===== src/rtl/gate_seq_pkg.sv =====
// rtl/gate_seq_pkg.sv - shared types and constants for the gate truth-table sequencer
package gate_seq_pkg;

    typedef enum logic [1:0] {
        ST_IDLE   = 2'd0,
        ST_SETTLE = 2'd1,
        ST_SAMPLE = 2'd2
    } gate_seq_state_e;

    localparam int NUM_VECTORS = 4;

    // Bit index of each table is {a,b}.
    localparam logic [3:0] TT_NAND = 4'b0111;
    localparam logic [3:0] TT_AND  = 4'b1000;
    localparam logic [3:0] TT_OR   = 4'b1110;
    localparam logic [3:0] TT_NOR  = 4'b0001;
    localparam logic [3:0] TT_XOR  = 4'b0110;

endpackage


===== src/rtl/gate_tt_sequencer_if.sv =====
// rtl/gate_tt_sequencer_if.sv - control, result and gate-pin bundle for the sequencer
interface gate_tt_sequencer_if;
    import gate_seq_pkg::*;

    logic                   start;
    logic                   abort;
    logic [NUM_VECTORS-1:0] exp_tt;
    logic                   gate_a;
    logic                   gate_b;
    logic                   gate_y;
    logic                   busy;
    logic                   done;
    logic                   pass;
    logic [NUM_VECTORS-1:0] obs_tt;
    logic [2:0]             fail_cnt;
    logic [1:0]             first_fail;

    modport master (
        output start, abort, exp_tt, gate_y,
        input  gate_a, gate_b, busy, done, pass, obs_tt, fail_cnt, first_fail
    );

    modport slave (
        input  start, abort, exp_tt, gate_y,
        output gate_a, gate_b, busy, done, pass, obs_tt, fail_cnt, first_fail
    );

endinterface


===== src/rtl/gate_settle_timer.sv =====
// rtl/gate_settle_timer.sv - loadable down-counter timing the settle window of each vector
module gate_settle_timer #(
    parameter int SETTLE_CYCLES = 2
) (
    input  logic clk,
    input  logic rst_n,
    input  logic load,
    input  logic en,
    output logic expired
);

    generate
        if (SETTLE_CYCLES == 0) begin : g_bypass
            logic unused_inputs;
            assign unused_inputs = &{1'b0, clk, rst_n, load, en};
            assign expired       = 1'b1;
        end else begin : g_count
            localparam int CW = (SETTLE_CYCLES < 2) ? 1 : $clog2(SETTLE_CYCLES);
            // Loaded with S-1 so the owning state spends exactly S cycles waiting.
            localparam logic [CW-1:0] LOAD_VAL = CW'(SETTLE_CYCLES - 1);

            logic [CW-1:0] cnt;

            always_ff @(posedge clk or negedge rst_n) begin
                if (!rst_n) begin
                    cnt <= '0;
                end else if (load) begin
                    cnt <= LOAD_VAL;
                end else if (en && (cnt != '0)) begin
                    cnt <= cnt - CW'(1);
                end
            end

            assign expired = (cnt == '0);
        end
    endgenerate

endmodule


===== src/rtl/gate_tt_sequencer.sv =====
// rtl/gate_tt_sequencer.sv - walks a 2-input gate through 00/01/10/11 and checks its truth table
module gate_tt_sequencer
    import gate_seq_pkg::*;
#(
    parameter int SETTLE_CYCLES = 2
) (
    input  logic                clk,
    input  logic                rst_n,
    gate_tt_sequencer_if.slave  bus
);

    localparam logic [1:0] IDLE   = ST_IDLE;
    localparam logic [1:0] SETTLE = ST_SETTLE;
    localparam logic [1:0] SAMPLE = ST_SAMPLE;

    localparam logic [1:0] LAST_IDX   = 2'(NUM_VECTORS - 1);
    // With no settle time each vector goes straight to its sample cycle.
    localparam logic [1:0] WAIT_STATE = (SETTLE_CYCLES == 0) ? SAMPLE : SETTLE;

    logic [1:0] state;
    logic [1:0] idx;
    logic [3:0] exp_l;
    logic       gate_a_r;
    logic       gate_b_r;
    logic       busy_r;
    logic       done_r;
    logic       pass_r;
    logic [3:0] obs_r;
    logic [2:0] fail_r;
    logic [1:0] first_r;

    logic start_ok;
    logic run_abort;
    logic mismatch;
    logic timer_load;
    logic timer_expired;

    assign start_ok   = (state == IDLE) && bus.start && !bus.abort;
    assign run_abort  = (state != IDLE) && bus.abort;
    assign mismatch   = bus.gate_y ^ exp_l[idx];
    assign timer_load = start_ok || ((state == SAMPLE) && !bus.abort && (idx != LAST_IDX));

    gate_settle_timer #(
        .SETTLE_CYCLES (SETTLE_CYCLES)
    ) u_settle_timer (
        .clk     (clk),
        .rst_n   (rst_n),
        .load    (timer_load),
        .en      (state == SETTLE),
        .expired (timer_expired)
    );

    always_ff @(posedge clk or negedge rst_n) begin
        if (!rst_n) begin
            state    <= IDLE;
            idx      <= 2'd0;
            exp_l    <= 4'd0;
            gate_a_r <= 1'b0;
            gate_b_r <= 1'b0;
            busy_r   <= 1'b0;
            done_r   <= 1'b0;
            pass_r   <= 1'b0;
            obs_r    <= 4'd0;
            fail_r   <= 3'd0;
            first_r  <= 2'd0;
        end else begin
            done_r <= 1'b0;
            if (run_abort) begin
                // Partial obs/fail results stay visible for debug.
                state                <= IDLE;
                idx                  <= 2'd0;
                {gate_a_r, gate_b_r} <= 2'b00;
                busy_r               <= 1'b0;
                pass_r               <= 1'b0;
            end else begin
                case (state)
                    IDLE: begin
                        if (start_ok) begin
                            exp_l                <= bus.exp_tt;
                            obs_r                <= 4'd0;
                            fail_r               <= 3'd0;
                            first_r              <= 2'd0;
                            pass_r               <= 1'b0;
                            idx                  <= 2'd0;
                            {gate_a_r, gate_b_r} <= 2'b00;
                            busy_r               <= 1'b1;
                            state                <= WAIT_STATE;
                        end
                    end
                    SETTLE: begin
                        if (timer_expired) begin
                            state <= SAMPLE;
                        end
                    end
                    SAMPLE: begin
                        obs_r[idx] <= bus.gate_y;
                        if (mismatch) begin
                            fail_r <= fail_r + 3'd1;
                            if (fail_r == 3'd0) begin
                                first_r <= idx;
                            end
                        end
                        if (idx != LAST_IDX) begin
                            idx                  <= idx + 2'd1;
                            {gate_a_r, gate_b_r} <= idx + 2'd1;
                            state                <= WAIT_STATE;
                        end else begin
                            idx                  <= 2'd0;
                            {gate_a_r, gate_b_r} <= 2'b00;
                            busy_r               <= 1'b0;
                            done_r               <= 1'b1;
                            pass_r               <= (fail_r == 3'd0) && !mismatch;
                            state                <= IDLE;
                        end
                    end
                    default: state <= IDLE;
                endcase
            end
        end
    end

    assign bus.gate_a     = gate_a_r;
    assign bus.gate_b     = gate_b_r;
    assign bus.busy       = busy_r;
    assign bus.done       = done_r;
    assign bus.pass       = pass_r;
    assign bus.obs_tt     = obs_r;
    assign bus.fail_cnt   = fail_r;
    assign bus.first_fail = first_r;

endmodule

===== src/flat_wrapper.sv =====
// flat-port wrapper written by rule: the top's interface ports become plain ports
module gate_tt_sequencer_flat import gate_seq_pkg::*;
#(
    parameter int SETTLE_CYCLES = 2
)
  (clk, rst_n, bus_start, bus_abort, bus_exp_tt, bus_gate_y, bus_gate_a, bus_gate_b, bus_busy, bus_done, bus_pass, bus_obs_tt, bus_fail_cnt, bus_first_fail);
  gate_tt_sequencer_if bus_i ();
  input  logic clk;
  input  logic rst_n;
  input wire logic [$bits(bus_i.start)-1:0] bus_start;
  input wire logic [$bits(bus_i.abort)-1:0] bus_abort;
  input wire logic [$bits(bus_i.exp_tt)-1:0] bus_exp_tt;
  input wire logic [$bits(bus_i.gate_y)-1:0] bus_gate_y;
  output wire logic [$bits(bus_i.gate_a)-1:0] bus_gate_a;
  output wire logic [$bits(bus_i.gate_b)-1:0] bus_gate_b;
  output wire logic [$bits(bus_i.busy)-1:0] bus_busy;
  output wire logic [$bits(bus_i.done)-1:0] bus_done;
  output wire logic [$bits(bus_i.pass)-1:0] bus_pass;
  output wire logic [$bits(bus_i.obs_tt)-1:0] bus_obs_tt;
  output wire logic [$bits(bus_i.fail_cnt)-1:0] bus_fail_cnt;
  output wire logic [$bits(bus_i.first_fail)-1:0] bus_first_fail;
  assign bus_i.start = bus_start;
  assign bus_i.abort = bus_abort;
  assign bus_i.exp_tt = bus_exp_tt;
  assign bus_i.gate_y = bus_gate_y;
  assign bus_gate_a = bus_i.gate_a;
  assign bus_gate_b = bus_i.gate_b;
  assign bus_busy = bus_i.busy;
  assign bus_done = bus_i.done;
  assign bus_pass = bus_i.pass;
  assign bus_obs_tt = bus_i.obs_tt;
  assign bus_fail_cnt = bus_i.fail_cnt;
  assign bus_first_fail = bus_i.first_fail;
  gate_tt_sequencer #(.SETTLE_CYCLES(SETTLE_CYCLES)) u_core (.clk(clk), .rst_n(rst_n), .bus(bus_i));
endmodule

===== config.mk =====
export PLATFORM = sky130hd
export DESIGN_NAME = gate_tt_sequencer_flat
export DESIGN_NICKNAME = d
export VERILOG_FILES = /design/src/rtl/gate_seq_pkg.sv /design/src/rtl/gate_tt_sequencer_if.sv /design/src/rtl/gate_settle_timer.sv /design/src/rtl/gate_tt_sequencer.sv /design/src/flat_wrapper.sv
export SDC_FILE = /design/constraint.sdc
export NUM_CORES = 1
export LEC_CHECK = 0
export CORE_ASPECT_RATIO = 0.8
export CORE_MARGIN = 5
export CORE_UTILIZATION = 49
export CTS_CLUSTER_SIZE = 20
export DETAILED_ROUTE_END_ITERATION = 8
export GPL_TIMING_DRIVEN = 0
export PLACE_DENSITY_LB_ADDON = 0.25
export SYNTH_ARGS = -nofsm -noshare
export SYNTH_HDL_FRONTEND = slang
export SYNTH_SLANG_ARGS = --single-unit
export TNS_END_PERCENT = 1

===== constraint.sdc =====
create_clock -name clk -period 2.2 [get_ports clk]
set_input_delay 0.44 -clock clk [delete_from_list [all_inputs] [get_ports clk]]
set_output_delay 0.44 -clock clk [all_outputs]
set_load 0.05 [all_outputs]

==> flow_summary.json, run 1 <==
{
  "status": "completed",
  "fin_tns_setup_ns": 0,
  "cp_max_fo": 7,
  "clock_latency_ns": 0.30,
  "crit_slowest_cell": "clkdlybuf4s50_1",
  "yosys.cell_types.count": 30,
  "peakVddDrop_v": 0.000495,
  "antenna_cells": 0,
  "dp_hpwl_um": 1750,
  "fin_crit_sh_pct": 95.9,
  "hold_start": "u_core.u_settle_timer.g_count.cnt",
  "maxCapViolations": 0,
  "r2r_cells": 4,
  "r2r-end": "u_core.bus.first_fail[1]",
  "postCtsSetupRepairBufs": 0,
  "grt_usage_pct": 16.6,
  "placed_cells": 150,
  "hold_end": "u_core.state[1]",
  "yosysTopAreaCell": "dfrtp_1",
  "ys.warnings.count": 0,
  "startpoint_type": "register",
  "num_vias": 883,
  "start_util_pct": 50.9,
  "cts_tree": "yes",
  "worstHoldPathCells": 1,
  "cts_made_buffers": 3,
  "ctsHoldBuffers": 0,
  "rows": 15,
  "synth_area_um2": 1090,
  "drt-pass1-iter-count": 4,
  "avgViaCountPerCell": 5.73,
  "ios": 23,
  "synthToLayoutAreaGrowth_pct": 25.4,
  "crit_required_ns": 1.76,
  "crit_family": "buffers and inverters",
  "die_w_um": 62.7,
  "timing.rr.start": "u_core.bus.gate_b",
  "netlist.area_leader.share_pct": 48.3,
  "r2r_slack_ns": 0.19,
  "drt_wl_total_um": 2360,
  "die_y_um": 52.2,
  "yosys_register_bits": 21,
  "leakagePower_nw": 0.606,
  "cts_root_buffer": "clkbuf_4",
  "antenna_left": 0,
  "fill_cells": 198,
  "crit_type": "register to output pin",
  "grt_pass1_vias": 866,
  "drc_errors": 0,
  "min_period_ns": 2.11,
  "die_area_um2": 3270,
  "grt_pass1_wl_um": 4210,
  "startpoint": "u_core.idx[1]",
  "multi_input_area_um2": 529,
  "rsz0062_at_grt": "false",
  "grt.overflow.total": 0,
  "numPortBuffers": 22,
  "synth_seq_area_share_pct": 48.3,
  "antenna_found_initial": 0,
  "syn-num-nets": 118,
  "ctsResizeCount": 1,
  "slew_violations": 0,
  "power_density_nw_per_um2": 695,
  "fin_util_pct": 63.8,
  "worstPathArrival_ns": 1.67,
  "hold_viol_final": 0,
  "h-tree-depth": 1,
  "final_cell_count_no_fill": 154,
  "crit_chain": "clkdlybuf4s50_1",
  "hold_path_class": "register to register",
  "gp_congestion": 0.776,
  "crit_buf_inv": 1,
  "syn_inst": 103,
  "avgSynthCellArea_um2": 10.6,
  "fin_nets": 145,
  "finalClockSkew_ns": 0.00201,
  "cp_slowest_stage_delay_ns": 0.86,
  "max-slew-margin-rel_pct": 37.1,
  "max-clock-path-buffers": 2,
  "end_kind": "output pin",
  "drt-wirelength-per-cell_um": 15.3,
  "synth_area_leaders": "dfrtp_1 (48%), ha_1 (6.9%), mux2_2 (5.2%)",
  "setup_violations": 0,
  "path_clk_slew_ns": 0.11,
  "drt_iter0_markers": 28,
  "cts_sinks": 21,
  "drive_above_1_share_pct": 8.53,
  "grt_max_degree": 22,
  "seq_area_um2": 526,
  "core_um2": 2140,
  "fmax_ghz": 0.474,
  "worst_slew_pin_slew_ns": 0.941
}
[flip-flops by register name, summed over array words and instances (netlist names)]
signal	cells
u_core.bus.obs_tt	4
u_core.exp_l	4
u_core.bus.fail_cnt	3
u_core.bus.first_fail	2
u_core.state	2
u_core.bus.busy	1
u_core.bus.done	1
u_core.bus.gate_b	1
u_core.bus.pass	1
u_core.idx	1
u_core.u_settle_timer.g_count.cnt	1
[per-layer routing]
layer	part of all wire, %	routed length (µm)	GRT usage [%]	vias up
met5	0	0	0	-
met4	1.1	25	3.18	0
met3	7.1	168	6.26	4
met2	46	1100	26.0	31
met1	45	1070	22.1	429
li1	-	-	-	419
[worst register-to-register path, cell delays in order, from the launching register on]
cell and delay, ns:
dfrtp_1 0.57, mux4_2 0.60, xnor2_1 0.19, a211o_1 0.34
a32o_1 0.21
[Yosys cell counts]
cell type / instances
a211o_1: 1
a21o_1: 1
a21oi_1: 4
a31o_2: 1
a31oi_1: 4
a32o_1: 2
and2_1: 1
clkbuf_1: 3
dfrtp_1: 21
ha_1: 6
inv_1: 6
mux2_2: 5
mux2i_1: 5
mux4_2: 1
nand2_1: 2
nand2b_1: 4
nand3_1: 2
nand3b_1: 4
nand4_1: 1
nor2_1: 13
nor2b_1: 1
nor3_1: 2
nor3_2: 1
nor4_1: 2
o21a_1: 1
o21ai_0: 5
o22ai_1: 1
or3_1: 1
xnor2_1: 1
xor2_1: 1
[worst max path at each step]
stage	slack, ns	endpoint	cells past startpoint
finish	0.09	bus_gate_a	1
CTS	0.07	bus_gate_a	1
floorplan	0.07	u_core.bus.first_fail[0]	4
global route	0.02	bus_gate_a	1
detailed placement	-0.03	u_core.exp_l[3]	4
global placement	0.02	u_core.exp_l[1]	4
[placed cells by master (no fill, tap or decap)]
master,instances
a211o_1,1
a21o_1,1
a21oi_1,4
a31o_2,1
a31oi_1,4
a32o_1,2
and2_1,1
clkbuf_1,4
clkbuf_4,3
clkdlybuf4s50_1,21
dfrtp_1,21
dlygate4sd2_1,1
ha_1,6
inv_1,6
mux2_2,5
mux2i_1,5
mux4_2,1
nand2_1,2
nand2b_1,4
nand3_1,2
nand3b_1,4
nand4_1,1
nor2_1,13
nor2b_1,1
nor3_1,2
nor3_2,1
nor4_1,2
o21a_1,1
o21ai_0,5
o22ai_1,1
or3_1,1
xnor2_1,1
xor2_1,1
[kinds of logic (layout without fill, tap and decap cells)]
logic type / Yosys count / after routing / share of synthesized area, %
AO/OA/AOI/OAI: 20 / 20 / 11.8
XOR/XNOR: 2 / 2 / 1.61
adder cells (fa/ha/maj): 6 / 6 / 6.90
buffers and inverters: 9 / 35 / 3.10
flip-flops: 21 / 21 / 48.3
multiplexers: 11 / 11 / 11.8
AND/OR/NAND/NOR: 34 / 34 / 16.4
[where the power goes]
part           internal, W  total [W]  leakage (nW)  switching (W)
clock network    0.0000708   0.000188        0.0150       0.000117
logic             0.000116   0.000292         0.313       0.000177
registers         0.000432   0.000469         0.277      0.0000366
[cell type report]
| class | count | share of cell area (%) |
|---|---|---|
| multi-input combinational | 73 | 38.8 |
| sequential | 21 | 38.5 |
| timing repair buffer | 22 | 16.0 |
| tap | 25 | 2.29 |
| clock buffer | 4 | 1.92 |
| inverter | 6 | 1.65 |
| buffer | 3 | 0.825 |
[through the flow]
| stage | setup slack (ns) | instance area, µm² | hold WS [ns] | power (W) |
|---|---|---|---|---|
| floorplan | 0.0710 | 1090 | 0.144 | 0.000669 |
| global placement | 0.0207 | 1340 | 0.465 | 0.000758 |
| detailed placement | -0.0313 | 1340 | 0.472 | 0.000770 |
| CTS | 0.0739 | 1370 | 0.492 | 0.000958 |
| global route | 0.0175 | 1370 | 0.532 | 0.00101 |
| finish | 0.0905 | 1370 | 0.490 | 0.000949 |
Power figures use the tool's default switching activity.
==> inputs of run 2 (changes only) <==
- CELL_PAD_IN_SITES_DETAIL_PLACEMENT: default -> 1
- CELL_PAD_IN_SITES_GLOBAL_PLACEMENT: default -> 1
- CORE_UTILIZATION: 49 -> 38
==> run 2 against run 1 <==
Net effect: sequential power about the same; highest routed layer unchanged; largest power group unchanged; count of clock-buffer cells in the layout shrank 1; utilization down 13 points; clock power about the same; combinational power is 1% higher; hold slack improved by 0.020 ns; critical path depth unchanged; clock skew is 0.0013 ns lower; fmax fell by 0.31%.
==> flow_summary.json, run 2 (synthesis gave the netlist of run 1 again) <==
{
  "cp_max_fo": 7,
  "crit_family": "buffers and inverters",
  "postCtsSetupRepairBufs": 0,
  "ios": 23,
  "crit_type": "register to output pin",
  "final_cell_mix": "clkdlybuf4s50_1 (21), dfrtp_1 (21), nor2_1 (13), inv_1 (6), ha_1 (6)",
  "cts_sinks": 21,
  "numPortBuffers": 22,
  "cts_tree": "yes",
  "maxCapViolations": 0,
  "hold_path_class": "register to register",
  "grt_usage_pct": 14.2,
  "antenna_cells": 0,
  "finalClockSkew_ns": 0.000699,
  "cts_root_buffer": "clkbuf_4",
  "h-tree-depth": 1,
  "die_w_um": 69.8,
  "startpoint_type": "register",
  "drt-pass1-iter-count": 4,
  "status": "completed",
  "min_period_ns": 2.12,
  "worstHoldPathCells": 1,
  "fill_cells": 311,
  "max-clock-path-buffers": 2,
  "worstPathArrival_ns": 1.68,
  "dp_slack_ns": -0.0171,
  "power_density_nw_per_um2": 692,
  "die_y_um": 57.9,
  "gp_congestion": 0.810,
  "drt-wirelength-per-cell_um": 15.8,
  "num_vias": 863,
  "fin_nets": 145,
  "cts_made_buffers": 3,
  "max-slew-margin-rel_pct": 37.0,
  "hold_end": "u_core.bus.busy",
  "synthToLayoutAreaGrowth_pct": 27.0,
  "dp_hpwl_um": 2000,
  "crit_buf_inv": 1,
  "peakVddDrop_v": 0.000369,
  "placed_cells": 163,
  "grt_max_degree": 22,
  "grt_pass1_vias": 980,
  "crit_chain": "clkdlybuf4s50_1",
  "core_um2": 2740,
  "r2r_cells": 4,
  "crit_required_ns": 1.76,
  "hold_viol_final": 0,
  "slew_violations": 0,
  "cp_slowest_stage_delay_ns": 0.86,
  "leakagePower_nw": 0.608,
  "end_kind": "output pin",
  "r2r_slack_ns": 0.23,
  "antenna_left": 0,
  "die_area_um2": 4040,
  "fin_util_pct": 50.4,
  "r2r-end": "u_core.bus.first_fail[0]",
  "hold_start": "u_core.bus.busy",
  "path_clk_slew_ns": 0.12,
  "fmax_ghz": 0.473,
  "place_area_um2": 1360,
  "grt.overflow.total": 0,
  "fin_crit_sh_pct": 96.2,
  "drive_above_1_share_pct": 9.30,
  "setup_violations": 0,
  "grt_pass1_wl_um": 4680,
  "whs_ns": 0.510,
  "drt_iter0_markers": 29,
  "drc_errors": 0,
  "rsz0062_at_grt": "false",
  "final_cell_count_no_fill": 167,
  "clock_latency_ns": 0.30,
  "start_util_pct": 39.7,
  "finalInstanceArea_um2": 1380,
  "rows": 17,
  "layout_setup_ws_ns": 0.0840,
  "avgViaCountPerCell": 5.17,
  "antenna_found_initial": 0,
  "timing.rr.start": "u_core.bus.gate_b",
  "crit_slowest_cell": "clkdlybuf4s50_1",
  "worst_slew_pin_slew_ns": 0.943,
  "drt_wl_total_um": 2650
}
-- run 2: cell types whose count changed in the layout (fill, tap and decap cells not counted) --
cell,delta
clkbuf_1,-1
clkinv_2,+1
-- run 2: per-stage QoR --
stage               TNS, ns  total power (W)
floorplan                 0         0.000669
detailed placement  -0.0236         0.000779
global route              0          0.00101
finish                    0         0.000956
global placement    -0.0291         0.000765
CTS                       0         0.000968
-- run 2: worst max-delay path by stage --
stage                            startpoint                       end  cells after the start
after floorplan           u_core.bus.gate_b  u_core.bus.first_fail[0]                      4
after global placement            bus_start           u_core.exp_l[1]                      4
after detailed placement          bus_start           u_core.exp_l[1]                      4
after CTS                     u_core.idx[1]                bus_gate_a                      1
after global routing          u_core.idx[1]                bus_gate_a                      1
final                         u_core.idx[1]                bus_gate_a                      1
-- run 2: area by class of cell --
cell class	count	area, µm²	area share [%]
multi-input cells	73	529	38.3
clock inverters	1	5.00	0.362
well taps	38	47.5	3.44
clock buffers	3	22.5	1.63
flip-flops and latches	21	526	38.0
plain buffers	3	11.3	0.814
inverters	6	22.5	1.63
repair buffers	22	219	15.8
-- run 2: timing repair --
item | CTS | global route
resized for setup | 1 | 0
hold buffers | 0 | 0
endpoints found under the setup margin | 1 | 0
-- run 2: metal layers --
layer	global-route usage [%]	vias up	part of all wire [%]	wire, µm
li1	-	417	-	-
met1	18.6	426	48	1260
met2	24.4	18	48	1260
met3	3.99	2	4.0	107
met4	1.64	0	0.68	18
met5	0	-	0	0
-- run 2: power breakdown --
| group | leakage, nW | internal, W | switching [W] |
|---|---|---|---|
| sequential | 0.277 | 0.000432 | 0.0000389 |
| combinational | 0.313 | 0.000116 | 0.000181 |
| clock | 0.0177 | 0.0000678 | 0.000121 |
==> inputs of run 3 (changes only) <==
- CORE_ASPECT_RATIO: 0.8 -> 0.5
- CORE_MARGIN: 5 -> 2
==> run 3 against run 2 <==
Net effect: critical path depth unchanged; final cell count down 0.60%; sequential power about the same; fmax up 1.8%; first-iteration DRC count up 28%; highest routed layer unchanged.
==> flow_summary.json, run 3 (synthesis gave the netlist of run 1 again) <==
{
  "status": "completed",
  "numPortBuffers": 22,
  "cts_root_buffer": "clkbuf_8",
  "cp_max_fo": 7,
  "core_um2": 2650,
  "fin_tns_setup_ns": 0,
  "cts_sinks": 21,
  "dp_hpwl_um": 1930,
  "layout_setup_ws_ns": 0.122,
  "start_util_pct": 41.1,
  "antenna_found_initial": 0,
  "fill_cells": 298,
  "cts_tree": "yes",
  "drt_iter0_markers": 37,
  "rsz0062_at_grt": "false",
  "setup_violations": 0,
  "finalInstanceArea_um2": 1400,
  "peakVddDrop_v": 0.000305,
  "power_density_nw_per_um2": 727,
  "fin_nets": 145,
  "path_clk_slew_ns": 0.08,
  "crit_slowest_cell": "clkdlybuf4s50_1",
  "gp_congestion": 0.762,
  "crit_buf_inv": 1,
  "max-clock-path-buffers": 2,
  "avgViaCountPerCell": 5.35,
  "cts_made_buffers": 3,
  "crit_type": "register to output pin",
  "slew_violations": 0,
  "final_cell_mix": "clkdlybuf4s50_1 (21), dfrtp_1 (21), nor2_1 (13), inv_1 (6), ha_1 (6)",
  "drive_above_1_share_pct": 8.53,
  "drc_errors": 0,
  "maxCapViolations": 0,
  "cp_slowest_stage_delay_ns": 0.87,
  "h-tree-depth": 1,
  "die_area_um2": 3330,
  "leakagePower_nw": 0.627,
  "grt.overflow.total": 0,
  "grt_pass1_wl_um": 4770,
  "seq_area_um2": 526,
  "worst_slew_pin_slew_ns": 0.931,
  "crit_family": "buffers and inverters",
  "ios": 23,
  "end_kind": "output pin",
  "fin_util_pct": 52.9,
  "crit_chain": "clkdlybuf4s50_1",
  "worstPathArrival_ns": 1.64,
  "drt-wirelength-per-cell_um": 16.3,
  "dp_slack_ns": -0.0737,
  "multi_input_area_um2": 529,
  "antenna_cells": 0,
  "fmax_ghz": 0.481,
  "grt_usage_pct": 19.1,
  "clock_latency_ns": 0.26,
  "synthToLayoutAreaGrowth_pct": 28.9,
  "max-slew-margin-rel_pct": 37.7,
  "die_w_um": 79.7,
  "crit_required_ns": 1.76,
  "fin_crit_sh_pct": 94.4,
  "num_vias": 888,
  "grt_max_degree": 22,
  "grt_pass1_vias": 964,
  "hold_path_class": "register to register",
  "startpoint_type": "register",
  "min_period_ns": 2.08,
  "place_area_um2": 1360,
  "drt-pass1-iter-count": 4,
  "die_y_um": 41.8,
  "hold_viol_final": 0,
  "drt_wl_total_um": 2710,
  "finalClockSkew_ns": 0.00477,
  "antenna_left": 0,
  "rows": 13
}
-- run 3: cell types whose count changed in the layout (fill, tap and decap cells not counted), sizes merged --
cell,change
clkbuf,+1
clkinv,-1
dlygate4sd2,-1
dlymetal6s2s,+1
-- run 3: power by group --
| part | switching [W] | internal, W | leakage (nW) |
|---|---|---|---|
| sequential | 0.0000377 | 0.000433 | 0.277 |
| combinational | 0.000181 | 0.000117 | 0.326 |
| clock | 0.000123 | 0.000129 | 0.0228 |
| total | 0.000341 | 0.000679 | 0.627 |
-- run 3: per-layer routing --
metal / vias to the layer above / global-route usage (%) / wire length [µm]
li1: 417 / - / -
met1: 446 / 24.9 / 1290
met2: 21 / 31.4 / 1300
met3: 4 / 4.57 / 90
met4: 0 / 6.21 / 42
met5: - / 0 / 0
-- run 3: repair_timing --
action,CTS,global route
endpoints found under the hold margin,0,0
gates resized for setup,0,1
setup endpoints to repair,0,1
hold buffers,0,0
setup buffers,0,0
-- run 3: layout make-up --
class	count	area share, %
multi-input cells	73	37.7
flip-flops and latches	21	37.5
repair buffers	22	15.9
well taps	37	3.30
clock buffers	4	3.21
inverters	6	1.61
plain buffers	3	0.803
-- run 3: path summary, 6_finish.rpt --
kind                                    from                      to  slack [ns]  cells after the start
setup / recovery               u_core.idx[1]              bus_gate_a        0.12                      1
setup reg to reg           u_core.bus.gate_b  u_core.bus.fail_cnt[1]        0.19                      4
hold / removal               u_core.bus.busy         u_core.bus.busy        0.49                      1
max in group asynchronous              rst_n         u_core.bus.pass        0.93                      1
min in group asynchronous              rst_n    u_core.bus.obs_tt[1]        0.70                      1
hold reg to reg              u_core.bus.busy         u_core.bus.busy        0.49                      1
-- run 3: stage by stage --
| step | power, W | cells | hold WS (ns) |
|---|---|---|---|
| after CTS | 0.00103 | 166 | 0.494 |
| final | 0.00102 | 166 | 0.491 |
| after global placement | 0.000768 | 162 | 0.462 |
| after detailed placement | 0.000774 | 162 | 0.477 |
| after global routing | 0.00108 | 166 | 0.509 |
| after floorplan | 0.000669 | 103 | 0.144 |
